<file path="src/rtl/prbs_pkg.sv">
// Shared definitions for the PRBS checker: polynomial modes, their
// length/tap constants, the checker state encoding and mask helpers.
package prbs_pkg;

  localparam int LFSR_W = 31;

  typedef enum logic [2:0] {
    PRBS7  = 3'd0,
    PRBS9  = 3'd1,
    PRBS15 = 3'd2,
    PRBS23 = 3'd3,
    PRBS31 = 3'd4
  } prbs_mode_e;

  // Polynomial x^LEN + x^TAP + 1 for each mode
  localparam int PRBS7_LEN  = 7;
  localparam int PRBS7_TAP  = 6;
  localparam int PRBS9_LEN  = 9;
  localparam int PRBS9_TAP  = 5;
  localparam int PRBS15_LEN = 15;
  localparam int PRBS15_TAP = 14;
  localparam int PRBS23_LEN = 23;
  localparam int PRBS23_TAP = 18;
  localparam int PRBS31_LEN = 31;
  localparam int PRBS31_TAP = 28;

  typedef enum logic [1:0] {
    ST_SEED,
    ST_SYNC,
    ST_LOCKED
  } chk_state_e;

  // Raw 3-bit selector to mode; unused codes fall back to PRBS31
  function automatic prbs_mode_e prbs_mode_decode(input logic [2:0] raw);
    case (raw)
      3'd0:    return PRBS7;
      3'd1:    return PRBS9;
      3'd2:    return PRBS15;
      3'd3:    return PRBS23;
      default: return PRBS31;
    endcase
  endfunction

  function automatic int prbs_len(input prbs_mode_e mode);
    case (mode)
      PRBS7:   return PRBS7_LEN;
      PRBS9:   return PRBS9_LEN;
      PRBS15:  return PRBS15_LEN;
      PRBS23:  return PRBS23_LEN;
      default: return PRBS31_LEN;
    endcase
  endfunction

  // Low 'len' bits set; keeps the unused upper LFSR bits at zero
  function automatic logic [LFSR_W-1:0] prbs_mask(input int len);
    logic [LFSR_W-1:0] m;
    m = '1;
    m = ~(m << len);
    return m;
  endfunction

endpackage

</file>
<file path="src/rtl/prbs_par_step.sv">
// Combinational DATW-bit parallel PRBS step. The state holds the most
// recent stream bits with bit 0 the newest; the first generated bit
// lands in exp_o[DATW-1].
module prbs_par_step
  import prbs_pkg::*;
#(
  parameter int DATW = 64
) (
  input  logic [LFSR_W-1:0] state_i,
  input  prbs_mode_e        mode_i,
  output logic [DATW-1:0]   exp_o,
  output logic [LFSR_W-1:0] nxt_o
);

  localparam int RW = DATW + LFSR_W;

  function automatic logic [RW-1:0] run_steps(input logic [LFSR_W-1:0] seed,
                                              input int len, input int tap);
    logic [LFSR_W-1:0] s;
    logic [LFSR_W-1:0] taps;
    logic [DATW-1:0]   e;
    logic              b;
    s    = seed;
    e    = '0;
    taps = (LFSR_W'(1) << (len - 1)) | (LFSR_W'(1) << (tap - 1));
    for (int i = 0; i < DATW; i++) begin
      b = ^(s & taps);
      e = {e[DATW-2:0], b};
      s = {s[LFSR_W-2:0], b};
    end
    return {e, s & prbs_mask(len)};
  endfunction

  logic [RW-1:0] r7, r9, r15, r23, r31;

  assign r7  = run_steps(state_i, PRBS7_LEN,  PRBS7_TAP);
  assign r9  = run_steps(state_i, PRBS9_LEN,  PRBS9_TAP);
  assign r15 = run_steps(state_i, PRBS15_LEN, PRBS15_TAP);
  assign r23 = run_steps(state_i, PRBS23_LEN, PRBS23_TAP);
  assign r31 = run_steps(state_i, PRBS31_LEN, PRBS31_TAP);

  // Select the unrolled variant for the active polynomial
  always_comb begin
    case (mode_i)
      PRBS7:   {exp_o, nxt_o} = r7;
      PRBS9:   {exp_o, nxt_o} = r9;
      PRBS15:  {exp_o, nxt_o} = r15;
      PRBS23:  {exp_o, nxt_o} = r23;
      default: {exp_o, nxt_o} = r31;
    endcase
  end

endmodule

</file>
<file path="config.mk">
export PLATFORM = sky130hd
export DESIGN_NAME = prbs_par_step
export DESIGN_NICKNAME = d
export VERILOG_FILES = /design/src/rtl/prbs_pkg.sv /design/src/rtl/prbs_par_step.sv
export SDC_FILE = /design/constraint.sdc
export NUM_CORES = 1
export LEC_CHECK = 0
export CAP_MARGIN = 20
export CORE_AREA = 2 2 107 109
export DETAILED_ROUTE_END_ITERATION = 10
export DIE_AREA = 0 0 109 111
export MAX_ROUTING_LAYER = met4
export PLACE_DENSITY = 0.8
export SLEW_MARGIN = 15
export SYNTH_ARGS = -nofsm -noshare
export SYNTH_HDL_FRONTEND = slang
export SYNTH_SLANG_ARGS = --single-unit
</file>
<file path="constraint.sdc">
create_clock -name vclk -period 3.1
set_clock_uncertainty 0.2 [all_clocks]
set_input_delay 0.62 -clock vclk [all_inputs]
set_output_delay 0.62 -clock vclk [all_outputs]
set_load 0.05 [all_outputs]
</file>
==> results of run 1 <==
-- synth_stat cells (3+ instances only) --
master / count
a311oi_1: 3
xnor2_2: 5
clkbuf_1: 44
buf_4: 9
xnor3_1: 3
nor3_1: 7
xor2_1: 91
a211o_1: 5
o221ai_1: 10
buf_1: 12
a22oi_1: 9
mux4_2: 3
a21oi_1: 49
nor2_1: 60
o22ai_1: 20
a211oi_1: 12
xnor2_1: 184
buf_2: 27
xnor3_2: 4
o211ai_1: 9
o21bai_1: 3
nor2b_1: 3
nand2_1: 45
a2111oi_0: 7
a32oi_1: 3
nand2b_1: 3
a221oi_1: 12
o21ai_0: 37
nand3_1: 4
mux2i_1: 9
-- stage by stage --
| step | cells | utilization [%] |
|---|---|---|
| 3_5_place_dp | 1178 | 89.42 |
| 3_3_place_gp | 1178 | 89.42 |
| 2_1_floorplan | 720 | - |
-- logic make-up after synthesis --
kind of cell | after synthesis | share of synthesized area [%]
muxes | 12 | 3.066
and+or+nand+nor | 128 | 10.24
AOI/OAI and AO/OA | 191 | 24.40
xor gates and xnor gates | 292 | 53.75
buffers and inverters | 97 | 8.540
==> results.tsv, run 1 <==
metric	value	unit
Synth top area share	31.34	%
Port-buffer cells	129	
post-synth top area cell	xnor2_1	
Place WS	-0.9679	ns
DP HPWL	25.07	mm
Synth Instances	720	
post_cts resized	345	
Routability Congestion	1.226	
top cells by area, synth	xnor2_1, xor2_1, a21oi_1	
Synthesized Nets	754	
Netlist cell types	51	
die height	111	um
First Err	[ERROR DPL-0038] Utilization greater than 100%, impossible to legalize	
dpl cell area	9905	um^2
Die W	109	um
status	aborted with a tool error	
Syn Area/Cell	7.142	um^2
sequential fraction of the synthesis area	0	%
Syn Std Cell Area	5142	um^2
IO Count	129	
Setup Buffers After CTS	74	
num rows	39	
CTS Hold Bufs	0	
synth warn	0	
Halt Stage	clock tree synthesis	
starting density of the core	46.42	%
==> inputs of run 2 (changes only) <==
- CORE_AREA: 2 2 107 109 -> 2 2 120 122
- DIE_AREA: 0 0 109 111 -> 0 0 122 124
- MAX_ROUTING_LAYER: met4 -> unset
- PLACE_DENSITY: 0.8 -> unset
- PLACE_DENSITY_LB_ADDON: unset -> 0.15
- clock period: 3.1 -> 4.03 ns (I/O delays scaled with it)
==> results.tsv, run 2 <==
metric	value	unit	change
CP max stage delay	0.55	ns	
Routability Congestion	1.060		-14%
Slew Limit Fails	0		
Die ar.	15130	um^2	
Core Region	13720	um^2	
Final setup violation count	1		
GR Util All Layers	39.75	%	
DRC Markers	0		
DP HPWL	24.42	mm	-2.6%
clock buf count	0		
IO Count	129		unchanged
max-cap viol count	0		
post-layout min period	4.030	ns	
total gr overflow	0		
setup TNS	-0.0002229	ns	
starting density of the core	37.48	%	-8.9 points
drt first-iter violations	781		
register area	0	um^2	
Pwr per Cell Area	308.9	nW/um^2	
Synthesized Nets	754		unchanged
Post-synth top cells	xnor2_1, xor2_1, nor2_1		
CP required	3.02	ns	
Final ANT Viol Nets	0		
CP Capture Type	output port		
critical path data arrival time	3.02	ns	
Synth top area share	31.34	%	unchanged
Port-buffer cells	129		unchanged
failing checks	setup timing		
number of global-route vias before repair	7026		
crit path launch type	input pin		
share of layout cells above drive strength 1	40.83	%	
max frequency	248.1	MHz	
CTS Hold Bufs	0		unchanged
crit share post-route	100.0	%	
worst slew pin tran	0.7393	ns	
slowest cell on the critical path	xnor3_2		
Crit path top cell by count	xnor3_2		
Max IR drop VDD	268.1	uV	
number of cells on the critical path	9		
Crit Path Class	in2out		
vias	6942		
Fillers	1149		
DRT Wirelength	30.53	mm	
Antenna diodes	0		
worst min-delay path category	in2out		
WHS	2.121	ns	
endpoints failing hold	0		
commonest non-fill, non-tap cell in the layout	buf_4		
first-pass GRT wire length	44.46	mm	
sequential fraction of the synthesis area	0	%	unchanged
crit path to	nxt_o[0]		
CP max FO	4		
Wirelength per Cell	26.16	um	
setup ws final	-0.0002229	ns	
status	finished with violations		
vias per cell	5.949		
Final nets	1023		
family with the most delay on the worst path	XOR/XNOR gates		
Syn Area/Cell	7.142	um^2	unchanged
Netlist cell types	51		unchanged
post-synth top area cell	xnor2_1		
die height	124	um	+12%
synth warn	0		unchanged
Syn Std Cell Area	5142	um^2	unchanged
Detailed Routing Iterations Pass 1	7		
area of the multi-input gates	5110	um^2	
CP cell instances	dlygate4sd2_1 > xnor3_2 > xnor2_4 > xnor3_2 > xnor2_2 > nand2_2 > a22oi_2 > buf_4 > buf_12		
area grow syn2layout	82.60	%	
Leak Pwr	3.903	nW	
largest net degree at the start of global routing	41		
Synth Instances	720		unchanged
most frequent cells in the layout	buf_4, xnor2_1, buf_12		
Critical path origin	state_i[1]		
top cells by area, synth	xnor2_1, xor2_1, a21oi_1		
antenna violations before repair	0		
num rows	43		+10%
Die W	122	um	+12%
top-count cell post-synth	xnor2_1		
seq_cells	0		
Slew HR	50.36	%	
CP bufs+invs	3		
==> run 2: cell counts after synthesis <==
Identical to the previous run, type by type.
==> run 2: worst min-delay path, delay by kind of cell <==
kind / cells / cell delay, ns
buf+inv: 3 / 0.53
simple gates: 2 / 0.16
==> run 2: repair_timing <==
action,in CTS,in global routing
buffers inserted,8,1
gates resized for setup,38,39
pin swaps,12,5
setup endpoints to repair,41,37
==> run 2: through the flow <==
step / util [%] / instance area, um^2 / cells / power [mW] / setup WS, ns
3_5_place_dp: 65.30 / 8959 / 1158 / 2.723 / -0.3089
3_3_place_gp: 65.30 / 8959 / 1158 / 2.710 / -0.2656
6_report: 68.45 / 9390 / 1167 / 2.901 / -0.0002229
2_1_floorplan: - / 5225 / 720 / 1.438 / -0.2078
5_1_grt: 68.45 / 9390 / 1167 / 3.004 / -0.02990
4_1_cts: 67.06 / 9200 / 1166 / 2.811 / -0.06564
==> run 2: worst min path at each step <==
stage,from,slack (ns),endpoint,cells past startpoint
floorplan,state_i[27],1.70,nxt_o[29],2
global placement,mode_i[2],2.11,exp_o[51],5
detailed placement,mode_i[2],2.11,nxt_o[8],5
CTS,mode_i[2],2.11,nxt_o[8],5
global route,mode_i[2],2.14,nxt_o[8],5
finish,mode_i[2],2.12,nxt_o[8],5
==> run 2: where the power goes <==
group          internal, mW  total [mW]  switching [mW]
combinational          1.34        2.90            1.56
sequential                0           0               0
clock                     0           0               0
==> run 2: cells by family (layout without fill, tap and decap cells) <==
group / Yosys count / after routing / synth area share, %
buffers and inverters: 97 / 364 / 8.540
and+or+nand+nor: 128 / 128 / 10.24
muxes: 12 / 12 / 3.066
xor gates and xnor gates: 292 / 292 / 53.75
AOI/OAI and AO/OA: 191 / 191 / 24.40
==> run 2: cell type report <==
type	instances	area share (%)
well taps	180	2.398
multi-input cells	623	54.42
inverters	4	0.1599
repair buffers	360	43.02
==> run 2: metal layers <==
metal  track usage, %  share of wire [%]  vias up
met4            23.42                7.6        0
met1            48.92                 38     3261
met5                0                  0        -
met2            63.93                 44      548
met3            8.516                 11      150
li1                 -                  -     2983
Power figures use the tool's default switching activity.
==> inputs of run 3 (changes only) <==
- TNS_END_PERCENT: unset -> 1
==> results.tsv, run 3 (synthesis results as in run 2) <==
metric	value	unit	change
seq_cells	0		unchanged
Place WS	-0.3537	ns	-0.04477 ns
final core occ	67.55	%	-0.89 points
DRC Markers	0		unchanged
Die W	122	um	unchanged
number of cells on the critical path	10		+1
post-layout min period	4.203	ns	+0.1724 ns
Pwr per Cell Area	308.5	nW/um^2	-0.13%
WHS	2.080	ns	-0.04101 ns
CP required	3.02	ns	about the same
Final ANT Viol Nets	0		unchanged
setup TNS	-1.203	ns	-1.203 ns
crit share post-route	104.3	%	+4.3 points
worst slew pin tran	0.7108	ns	-0.02849 ns
die height	124	um	unchanged
endpoints failing hold	0		unchanged
antenna violations before repair	0		unchanged
area grow syn2layout	80.22	%	
fin cells	1172		+0.43%
unrepaired setup endpoints after global routing	true		
Detailed Routing Iterations Pass 1	6		-1
Port-buffer cells	129		unchanged
IO Count	129		unchanged
status	finished with violations		
DRT Wirelength	30.36	mm	-0.58%
Max IR drop VDD	210.2	uV	-22%
CTS Hold Bufs	0		unchanged
number of global-route vias before repair	6792		-3.3%
crit path launch type	input pin		
CP Capture Type	output port		
Final setup violation count	12		+11
Slew Limit Fails	0		unchanged
first-pass GRT wire length	43.78	mm	-1.5%
Leak Pwr	3.870	nW	-0.85%
register area	0	um^2	unchanged
max-cap viol count	0		unchanged
family with the most delay on the worst path	XOR/XNOR gates		
Final nets	1027		+0.39%
CP max stage delay	0.48	ns	-0.07 ns
Routability Congestion	1.038		-2.0%
commonest non-fill, non-tap cell in the layout	buf_4		
num rows	43		unchanged
max frequency	237.9	MHz	-4.1%
Die ar.	15130	um^2	unchanged
starting density of the core	37.48	%	unchanged
Wirelength per Cell	25.90	um	-1.0%
clock buf count	0		unchanged
failing checks	setup timing		
critical path data arrival time	3.20	ns	+0.18 ns
Slew HR	52.27	%	+1.9 points
Cells after DPL	1161		+0.26%
drt first-iter violations	1082		+39%
total gr overflow	0		unchanged
Core Region	13720	um^2	unchanged
slowest cell on the critical path	xnor3_2		
largest net degree at the start of global routing	50		+22%
CP max FO	6		+2
Crit Path Class	in2out		
DP HPWL	23.72	mm	-2.9%
share of layout cells above drive strength 1	39.46	%	-1.4 points
worst min-delay path category	in2out		
vias per cell	5.933		-0.25%
vias	6954		+0.17%
most frequent cells in the layout	buf_4, xnor2_1, buf_12		
CP cell instances	clkdlybuf4s50_1 > buf_6 > xor2_4 > xor3_1 > xnor3_2 > xnor2_1 > nand2_1 > a22oi_2 > buf_4 > buf_12		
Critical path origin	state_i[8]		
CP bufs+invs	4		+1
setup ws final	-0.1726	ns	-0.1724 ns
crit path to	exp_o[0]		
GR Util All Layers	39.39	%	-0.36 points
run 3: how the worst min path moves through the flow:
stage,slack [ns],from,endpoint,cells past startpoint
3_3_place_gp,2.06,mode_i[2],exp_o[43],4
5_1_grt,2.09,mode_i[2],exp_o[55],4
3_5_place_dp,2.06,mode_i[2],exp_o[45],4
6_report,2.08,mode_i[2],exp_o[55],4
2_1_floorplan,1.70,state_i[27],nxt_o[29],2
4_1_cts,2.07,mode_i[2],exp_o[45],4
run 3: through the flow:
step | power [mW] | cell area (um^2)
floorplan | 1.417 | 5156
global placement | 2.673 | 8841
detailed placement | 2.691 | 8841
CTS | 2.787 | 9126
global route | 2.946 | 9265
finish | 2.859 | 9268
run 3: tightest hold or removal path: stages:
cell	delay, ns
buf_2	0.17
buf_4	0.24
a21oi_2	0.10
buf_12	0.15
run 3: layer usage:
metal | global-route usage, % | part of all wire [%]
met5 | 0 | 0
met4 | 16.74 | 5.7
met3 | 6.777 | 11
met2 | 63.30 | 45
met1 | 52.04 | 38
run 3: final cells by class:
type | count | area (um^2)
multi-input cells | 623 | 4994
inverters | 4 | 18.77
repair buffers | 364 | 4028
diodes | 1 | 2.502
fillers | 1151 | 4452
well taps | 180 | 225.2
run 3: what timing repair did:
action	CTS	global route
gates cloned	0	0
setup endpoints to repair	49	51
resized for setup	40	31
setup buffers	10	0
pin swaps	14	3
run 3: report_power, final:
group          switching (mW)   internal, mW      total, mW
clock network               0  0.00000000140  0.00000000140
registers                   0              0              0
logic                    1.54           1.32           2.86
total                    1.54           1.32           2.86
